## config.mk

```make
export PLATFORM = sky130hd
export DESIGN_NAME = regfile_mp_flat
export DESIGN_NICKNAME = d
export VERILOG_FILES = /design/src/rtl/regfile_pkg.sv /design/src/rtl/regfile_mp_if.sv /design/src/rtl/regfile_scoreboard.sv /design/src/rtl/regfile_mp.sv /design/src/flat_wrapper.sv
export SDC_FILE = /design/constraint.sdc
export NUM_CORES = 2
export LEC_CHECK = 0
export ABC_AREA = 1
export BUFFER_PORTS_ARGS = -buffer_cell sky130_fd_sc_hd__buf_2
export CORE_ASPECT_RATIO = 1.25
export CORE_MARGIN = 2
export CORE_UTILIZATION = 43
export CTS_CLUSTER_SIZE = 40
export DETAILED_ROUTE_END_ITERATION = 12
export SYNTH_ARGS = -nofsm -noshare
export SYNTH_HDL_FRONTEND = slang
export SYNTH_SLANG_ARGS = --single-unit
```

## constraint.sdc

```tcl
create_clock -name clk -period 2.36 [get_ports clk]
set_clock_uncertainty 0.05 [all_clocks]
set_input_delay 0.354 -clock clk [delete_from_list [all_inputs] [get_ports clk]]
set_output_delay 0.354 -clock clk [all_outputs]
set_load 0.005 [all_outputs]
```

## src/rtl/regfile_pkg.sv

```systemverilog
// Shared defaults and types for the multi-port register file.
package regfile_pkg;

  localparam int XLEN_DEF  = 32;
  localparam int NREGS_DEF = 32;
  localparam int AW_DEF    = $clog2(NREGS_DEF);

  typedef logic [AW_DEF-1:0]   reg_addr_t;
  typedef logic [XLEN_DEF-1:0] xlen_t;

endpackage

```

## src/rtl/regfile_mp_if.sv

```systemverilog
// Issue/read/writeback bundle between the pipeline (master) and the register file (slave).
interface regfile_mp_if
  import regfile_pkg::*;
#(
  parameter int XLEN  = XLEN_DEF,
  parameter int NREGS = NREGS_DEF,
  parameter int NRD   = 2,
  parameter int NWR   = 1
);
  localparam int AW = $clog2(NREGS);

  logic                      stall;
  logic                      flush;
  logic [NRD-1:0][AW-1:0]    rd_addr;
  logic [NRD-1:0][XLEN-1:0]  rd_data;
  logic [NRD-1:0]            rd_busy;
  logic [NWR-1:0]            wr_en;
  logic [NWR-1:0][AW-1:0]    wr_addr;
  logic [NWR-1:0][XLEN-1:0]  wr_data;
  logic                      issue_en;
  logic [AW-1:0]             issue_addr;

  modport master (
    output stall, flush, rd_addr, wr_en, wr_addr, wr_data, issue_en, issue_addr,
    input  rd_data, rd_busy
  );

  modport slave (
    input  stall, flush, rd_addr, wr_en, wr_addr, wr_data, issue_en, issue_addr,
    output rd_data, rd_busy
  );

endinterface

```

## src/rtl/regfile_scoreboard.sv

```systemverilog
// Pending-write busy vector: set on issue, cleared on writeback or flush, frozen by stall.
// Writeback masking of rd_busy is enabled by REGFILE_BYPASS_EN.
module regfile_scoreboard
  import regfile_pkg::*;
#(
  parameter int NREGS = NREGS_DEF,
  parameter int NRD   = 2,
  parameter int NWR   = 1,
  parameter int AW    = $clog2(NREGS)
) (
  input  logic                   clk,
  input  logic                   reset,
  input  logic                   stall,
  input  logic                   flush,
  input  logic                   issue_en,
  input  logic [AW-1:0]          issue_addr,
  input  logic [NWR-1:0]         wr_qual,
  input  logic [NWR-1:0][AW-1:0] wr_addr,
  input  logic [NRD-1:0][AW-1:0] rd_addr,
  output logic [NRD-1:0]         rd_busy
);

  logic [NREGS-1:0] busy_reg;
  logic [NREGS-1:0] busy_next;

  // Order matters: clear, then set (new producer wins), then flush overrides all.
  always_comb begin
    busy_next = busy_reg;
    if (!stall) begin
      for (int p = 0; p < NWR; p++) begin
        if (wr_qual[p]) busy_next[wr_addr[p]] = 1'b0;
      end
      if (issue_en && issue_addr != '0) busy_next[issue_addr] = 1'b1;
      if (flush) busy_next = '0;
    end
    busy_next[0] = 1'b0;
  end

  always_ff @(posedge clk) begin
    if (reset) busy_reg <= '0;
    else       busy_reg <= busy_next;
  end

  always_comb begin
    for (int j = 0; j < NRD; j++) begin
      rd_busy[j] = busy_reg[rd_addr[j]];
`ifdef REGFILE_BYPASS_EN
      for (int p = 0; p < NWR; p++) begin
        if (wr_qual[p] && wr_addr[p] == rd_addr[j]) rd_busy[j] = 1'b0;
      end
`endif
    end
  end

endmodule

```

## src/rtl/regfile_mp.sv

```systemverilog
// Multi-port integer register file with x0 hardwired to zero and a pending-write scoreboard.
// Define REGFILE_BYPASS_EN for write-first bypass on rd_data and writeback masking on rd_busy.
module regfile_mp
  import regfile_pkg::*;
#(
  parameter int XLEN  = XLEN_DEF,
  parameter int NREGS = NREGS_DEF,
  parameter int NRD   = 2,
  parameter int NWR   = 1
) (
  input  logic         clk,
  input  logic         reset,
  regfile_mp_if.slave  bus
);

  localparam int AW = $clog2(NREGS);

  logic [XLEN-1:0]           regs_reg [NREGS];
  logic [NWR-1:0]            wr_qual;
  logic [NRD-1:0][XLEN-1:0]  rd_val;

  genvar gi;

  generate
    for (gi = 0; gi < NWR; gi++) begin : g_qual
      assign wr_qual[gi] = bus.wr_en[gi] && !bus.stall && (bus.wr_addr[gi] != '0);
    end
  endgenerate

  // Higher port index is visited last, so its non-blocking assignment wins a collision.
  generate
    for (gi = 0; gi < NREGS; gi++) begin : g_reg
      if (gi == 0) begin : g_zero
        always_ff @(posedge clk) begin
          regs_reg[gi] <= '0;
        end
      end else begin : g_store
        always_ff @(posedge clk) begin
          if (reset) begin
            regs_reg[gi] <= '0;
          end else begin
            for (int p = 0; p < NWR; p++) begin
              if (wr_qual[p] && bus.wr_addr[p] == AW'(gi)) regs_reg[gi] <= bus.wr_data[p];
            end
          end
        end
      end
    end
  endgenerate

  always_comb begin
    for (int j = 0; j < NRD; j++) begin
      rd_val[j] = regs_reg[bus.rd_addr[j]];
`ifdef REGFILE_BYPASS_EN
      for (int p = 0; p < NWR; p++) begin
        if (wr_qual[p] && bus.wr_addr[p] == bus.rd_addr[j]) rd_val[j] = bus.wr_data[p];
      end
`endif
      if (bus.rd_addr[j] == '0) rd_val[j] = '0;
    end
  end

  assign bus.rd_data = rd_val;

  regfile_scoreboard #(
    .NREGS (NREGS),
    .NRD   (NRD),
    .NWR   (NWR),
    .AW    (AW)
  ) u_scoreboard (
    .clk        (clk),
    .reset      (reset),
    .stall      (bus.stall),
    .flush      (bus.flush),
    .issue_en   (bus.issue_en),
    .issue_addr (bus.issue_addr),
    .wr_qual    (wr_qual),
    .wr_addr    (bus.wr_addr),
    .rd_addr    (bus.rd_addr),
    .rd_busy    (bus.rd_busy)
  );

endmodule

```

## src/flat_wrapper.sv

```systemverilog
// flat-port wrapper written by rule: the top's interface ports become plain ports
module regfile_mp_flat import regfile_pkg::*;
#(
  parameter int XLEN  = XLEN_DEF,
  parameter int NREGS = NREGS_DEF,
  parameter int NRD   = 2,
  parameter int NWR   = 1
)
  (clk, reset, bus_stall, bus_flush, bus_rd_addr, bus_wr_en, bus_wr_addr, bus_wr_data, bus_issue_en, bus_issue_addr, bus_rd_data, bus_rd_busy);
  regfile_mp_if #(.XLEN(XLEN), .NREGS(NREGS), .NRD(NRD), .NWR(NWR)) bus_i ();
  input  logic clk;
  input  logic reset;
  input wire logic [$bits(bus_i.stall)-1:0] bus_stall;
  input wire logic [$bits(bus_i.flush)-1:0] bus_flush;
  input wire logic [$bits(bus_i.rd_addr)-1:0] bus_rd_addr;
  input wire logic [$bits(bus_i.wr_en)-1:0] bus_wr_en;
  input wire logic [$bits(bus_i.wr_addr)-1:0] bus_wr_addr;
  input wire logic [$bits(bus_i.wr_data)-1:0] bus_wr_data;
  input wire logic [$bits(bus_i.issue_en)-1:0] bus_issue_en;
  input wire logic [$bits(bus_i.issue_addr)-1:0] bus_issue_addr;
  output wire logic [$bits(bus_i.rd_data)-1:0] bus_rd_data;
  output wire logic [$bits(bus_i.rd_busy)-1:0] bus_rd_busy;
  assign bus_i.stall = bus_stall;
  assign bus_i.flush = bus_flush;
  assign bus_i.rd_addr = bus_rd_addr;
  assign bus_i.wr_en = bus_wr_en;
  assign bus_i.wr_addr = bus_wr_addr;
  assign bus_i.wr_data = bus_wr_data;
  assign bus_i.issue_en = bus_issue_en;
  assign bus_i.issue_addr = bus_issue_addr;
  assign bus_rd_data = bus_i.rd_data;
  assign bus_rd_busy = bus_i.rd_busy;
  regfile_mp #(.XLEN(XLEN), .NREGS(NREGS), .NRD(NRD), .NWR(NWR)) u_core (.clk(clk), .reset(reset), .bus(bus_i));
endmodule
```

# Yosys cells after proc, flatten, opt, wreduce, memory -nomap -nowiden

Memories as Yosys holds them, arrays and structs flattened.
Index checks and enable logic that the tools add are counted.
W data, S select, Z words.

Memory bits (writable): 1,024
Input port bits: 58
Register bits after elaboration: 32
Output and inout bits: 66
Memories kept: 1

Memory list:

| name            | depth | width | rd ports | clocked after memory_dff | write ports | RTL line         | text |
|---|---|---|---|---|---|---|---|
| u_core.regs_reg | 32    | 32    | 2        | 0                        | 32          | regfile_mp.sv:18 | `logic [XLEN-1:0] regs_reg [NREGS];` |

Reductions and logical operators: 41
Eq/ne operators: 31
Mux-type cells: 140
Bitwise operators: 34
Magnitude comparators: 6

Operators by type and width:

| operator             | count |
|---|---|
| $mux W32             | 37 |
| $mux W1              | 99 |
| $eq A5 B5 Y1 const B | 16 |
| $eq A5 B4 Y1 const B | 8 |
| $logic_and A1 B1 Y1  | 36 |
| $and A32 B32 Y32     | 1 |
| $not A32 Y32         | 1 |
| $or A32 B32 Y32      | 1 |
| $or A1 B1 Y1         | 31 |
| $lt A5 B6 Y1 const B | 4 |
| $eq A5 B3 Y1 const B | 4 |
| $bmux W1 S5          | 2 |
| $demux W1 S5         | 2 |
| $eq A5 B2 Y1 const B | 2 |
| $ge A5 B1 Y1 const B | 2 |
| $logic_not A5 Y1     | 2 |
| $reduce_bool A5 Y1   | 2 |
| $eq A5 B1 Y1 const B | 1 |
| $logic_not A1 Y1     | 1 |

# Longest topological paths before layout

Word-level depth: 11
Gate-level depth with buffers: 12
Gate-level depth less buffers: 9

# By module

A second synthesis with hierarchy kept.

Cells, all modules: 8,255
Area, all modules: 60,720.7 um^2

By module, submodules not included:

| module             | area each (um^2) | cells each | times used |
|---|---|---|---|
| regfile_mp         | 58,496.1         | 7,868      | 1 |
| regfile_scoreboard | 2,224.6          | 387        | 1 |

# Worst setup path after synthesis

No wires, ideal clock.

Path type: input to register
Start point: input bus_stall
End point: memory u_core.regs_reg[10][0] (netlist name) (enable)
Arrival: 1.944 ns
Path slack: -0.024 ns
Library setup time: 0.389 ns
Path buffers: 2
Cell stages on the path: 7
Cells stage by stage: clkbuf_1 inv_1 nand2_1 nor2_1 buf_2 nand2_1 nand2_1

RTL lines:

| element            | RTL line           | text |
|---|---|---|
| start: declaration | flat_wrapper.sv:13 | `input wire logic [$bits(bus_i.stall)-1:0] bus_stall;` |
| end: declaration   | regfile_mp.sv:18   |  |

==> flow_summary.ini <==
[routing]
via_per_inst = 6.04
routed_wirelength_mm = 243
drc = 0
ant_nets = 0
wire_per_inst_microns = 26.3
first_iter_violations = 8379
vias = 55800
drt_first_pass_iters = 8

[floorplan]
core-area_sq_mm = 0.132
start_util_pct = 43.4
die-area_sq_mm = 0.136
die_h_microns = 412
io-pin-count = 124
fp-row-count = 149
die_x_microns = 331

[worst_setup_path]
r2r_start = u_core.u_scoreboard.busy_reg[31]$_SDFFE_PP0N_
ff2ff_path_depth = 4
cp.arrival_ns = 1.98
r2r-end = u_core.u_scoreboard.busy_reg[31]$_SDFFE_PP0N_
setup.worst_path.end_class = primary output
path_max_fanout = 2
r2r_slack_ns = 1.48
cp.required_ns = 1.96
startpoint_type = register
critPathKind = register to primary output

[place]
dp_hpwl_mm = 144
place_congestion = 0.913
place_inst = 9027
io_buffers = 123

[timing]
setup_viol = 2
setup_slack_ns = -0.0289
worst_slew_pin_slew_ns = 0.618
hold_viol_final = 0
max_freq_mhz = 419
slew_violations = 0
rsz0062_at_grt = yes
period_minus_slack_ns = 2.39
timing.final.crit_share_pct = 101
holdWs_ns = 0.0406
slew_headroom_pct = 58.8

[grt]
grt_pass1_vias = 52900
grt_usage_pct = 35.0
grt_pass1_wl_mm = 349
grt_start_max_net_pins = 81
overflow = 0
antenna_found_initial = 4

[cts]
cts_tree = yes
cts.clk_slew.worst_paths_ns = 0.06
clk_path_buf_depth = 3
cts_buffers = 108
clk_latency_ns = 0.73
h-tree-depth = 3
clock_sinks = 1023
clockRootBuffer = clkbuf_16

[synthesis]
ys_types = 20
avgSynthCellArea_sq_um = 7.71
synth_common_cells = 2,125 x nand2_1, 1,402 x nand3_1, 1,187 x nor2_1
syn_nets = 7489
synth_seq_cells = 1023
synth_area_sq_mm = 0.0573
postSynthCellCount = 7431
async_reset_ff_share_pct = 0
synth_area_leader_cell = edfxtp_1
synth.yosys.seq_area_share_pct = 53.1
synth-edff-count = 992
yosysMostFrequentCell = nand2_1
synth_top_cells_by_area = edfxtp_1 52%, nand2_1 14%, nand3_1 12%, nor2_1 7.8%, inv_1 3.7%
netlist.area_leader.share_pct = 52.0
ys.warnings.count = 0
synth_ff_type = edfxtp_1

[min_path]
hold_depth = 5
worstHoldStart = bus_issue_en
hold_path_class = input port to register
hold_path_end = u_core.u_scoreboard.busy_reg[24]$_SDFFE_PP0N_

[finish]
nNetsFinal = 7468
largest_reg_flops = 992
area_growth_pct = 19.4
drive_gt1_share_pct = 15.3
layout.cells.non_filler = 9238

[pwr]
power.total_mw = 45.8
peakVddDrop_uv = 632
p_per_area_mw_per_mm2 = 669
p_leak_nw = 28.9

[run_status]
outcome = finished, violations left
failed_checks = negative setup slack

[job]
maxCapViolations = 0
-- worst max-delay path by stage --
stage                                          start  slack, ns  cells after the start                                   to
2_1_floorplan                              bus_stall      -0.01                      7  u_core.regs_reg[6][0]$_SDFFCE_PN0P_
3_3_place_gp                          bus_rd_addr[6]     -0.003                     10                      bus_rd_data[59]
3_5_place_dp                          bus_rd_addr[6]     -0.002                     10                      bus_rd_data[59]
4_1_cts        u_core.regs_reg[13][30]$_SDFFCE_PN0P_      -0.04                      9                      bus_rd_data[30]
5_1_grt        u_core.regs_reg[16][27]$_SDFFCE_PN0P_      -0.06                      7                      bus_rd_data[27]
6_report       u_core.regs_reg[25][26]$_SDFFCE_PN0P_      -0.03                      6                      bus_rd_data[58]
-- cell type report --
cell class / count / area, sq um
clock buffers: 125 / 2770
repair buffers: 500 / 6090
inverters: 570 / 2190
flip-flops and latches: 1023 / 30400
multi-input cells: 5207 / 24100
fillers: 12100 / 63800
well taps: 1736 / 2170
clock inverters: 75 / 687
diodes: 2 / 5.00
-- report_power, final --
part	internal (mW)	total [mW]	switching (mW)	leakage, nW
Clock	9.66	17.3	7.62	1.70
Sequential	20.8	21.2	0.422	9.69
Combinational	2.27	7.24	4.97	17.5
Total	32.8	45.8	13.0	28.9
-- metal layers --
layer  part of all wire, %  vias up  global-route usage, %
li1                      -    24300                      -
met3                    12      945                   6.85
met4                   7.4        4                   22.6
met5                 0.010        -                      0
met2                    45     4101                   55.0
met1                    36    26400                   43.9
-- critical path: stages (launching register included) --
cell	delay, ns
edfxtp_1	0.39
or2_2	0.31
nand3_1	0.10
nand3_1	0.09
nand3_2	0.14
nand2_4	0.08
buf_6	0.12
-- what timing repair did --
action,CTS,global route
gates resized for setup,165,292
hold buffers,3,0
endpoints found under the setup margin,48,65
setup buffers,4,0
hold endpoints to repair,4,0
gates cloned,0,2
pin swaps,75,220
-- logic make-up after synthesis --
| family | Yosys count | synth area share [%] |
|---|---|---|
| AND/OR/NAND/NOR | 4753 | 34.4 |
| buffers and inverters | 1201 | 8.00 |
| flip-flops | 1023 | 53.1 |
| AO/OA/AOI/OAI | 454 | 4.55 |
-- cells in the final DEF (no fill, tap or decap), types with 34 or more instances in the layout --
cell and n:
nand2_1 1944, a21oi_1 289, nand2_2 162, buf_4 183
inv_1 520, nand3_1 1179, clkbuf_16 110, o211ai_1 132
buf_12 187, inv_2 40, clkinv_1 34, buf_2 92
nand3_2 214, edfxtp_1 992, nor2_1 1181
-- per-stage QoR --
step | cell area, sq um | TNS, ns | setup WS (ns) | utilization, %
finish | 68400 | -0.0308 | -0.0289 | 51.8
CTS | 67300 | -0.309 | -0.0398 | 50.9
global route | 68400 | -1.69 | -0.0642 | 51.8
floorplan | 57300 | -1.40 | -0.00959 | -
global placement | 63100 | -0.00295 | -0.00295 | 47.7
detailed placement | 63100 | -0.00208 | -0.00208 | 47.7
(Power assumes the default switching activity.)
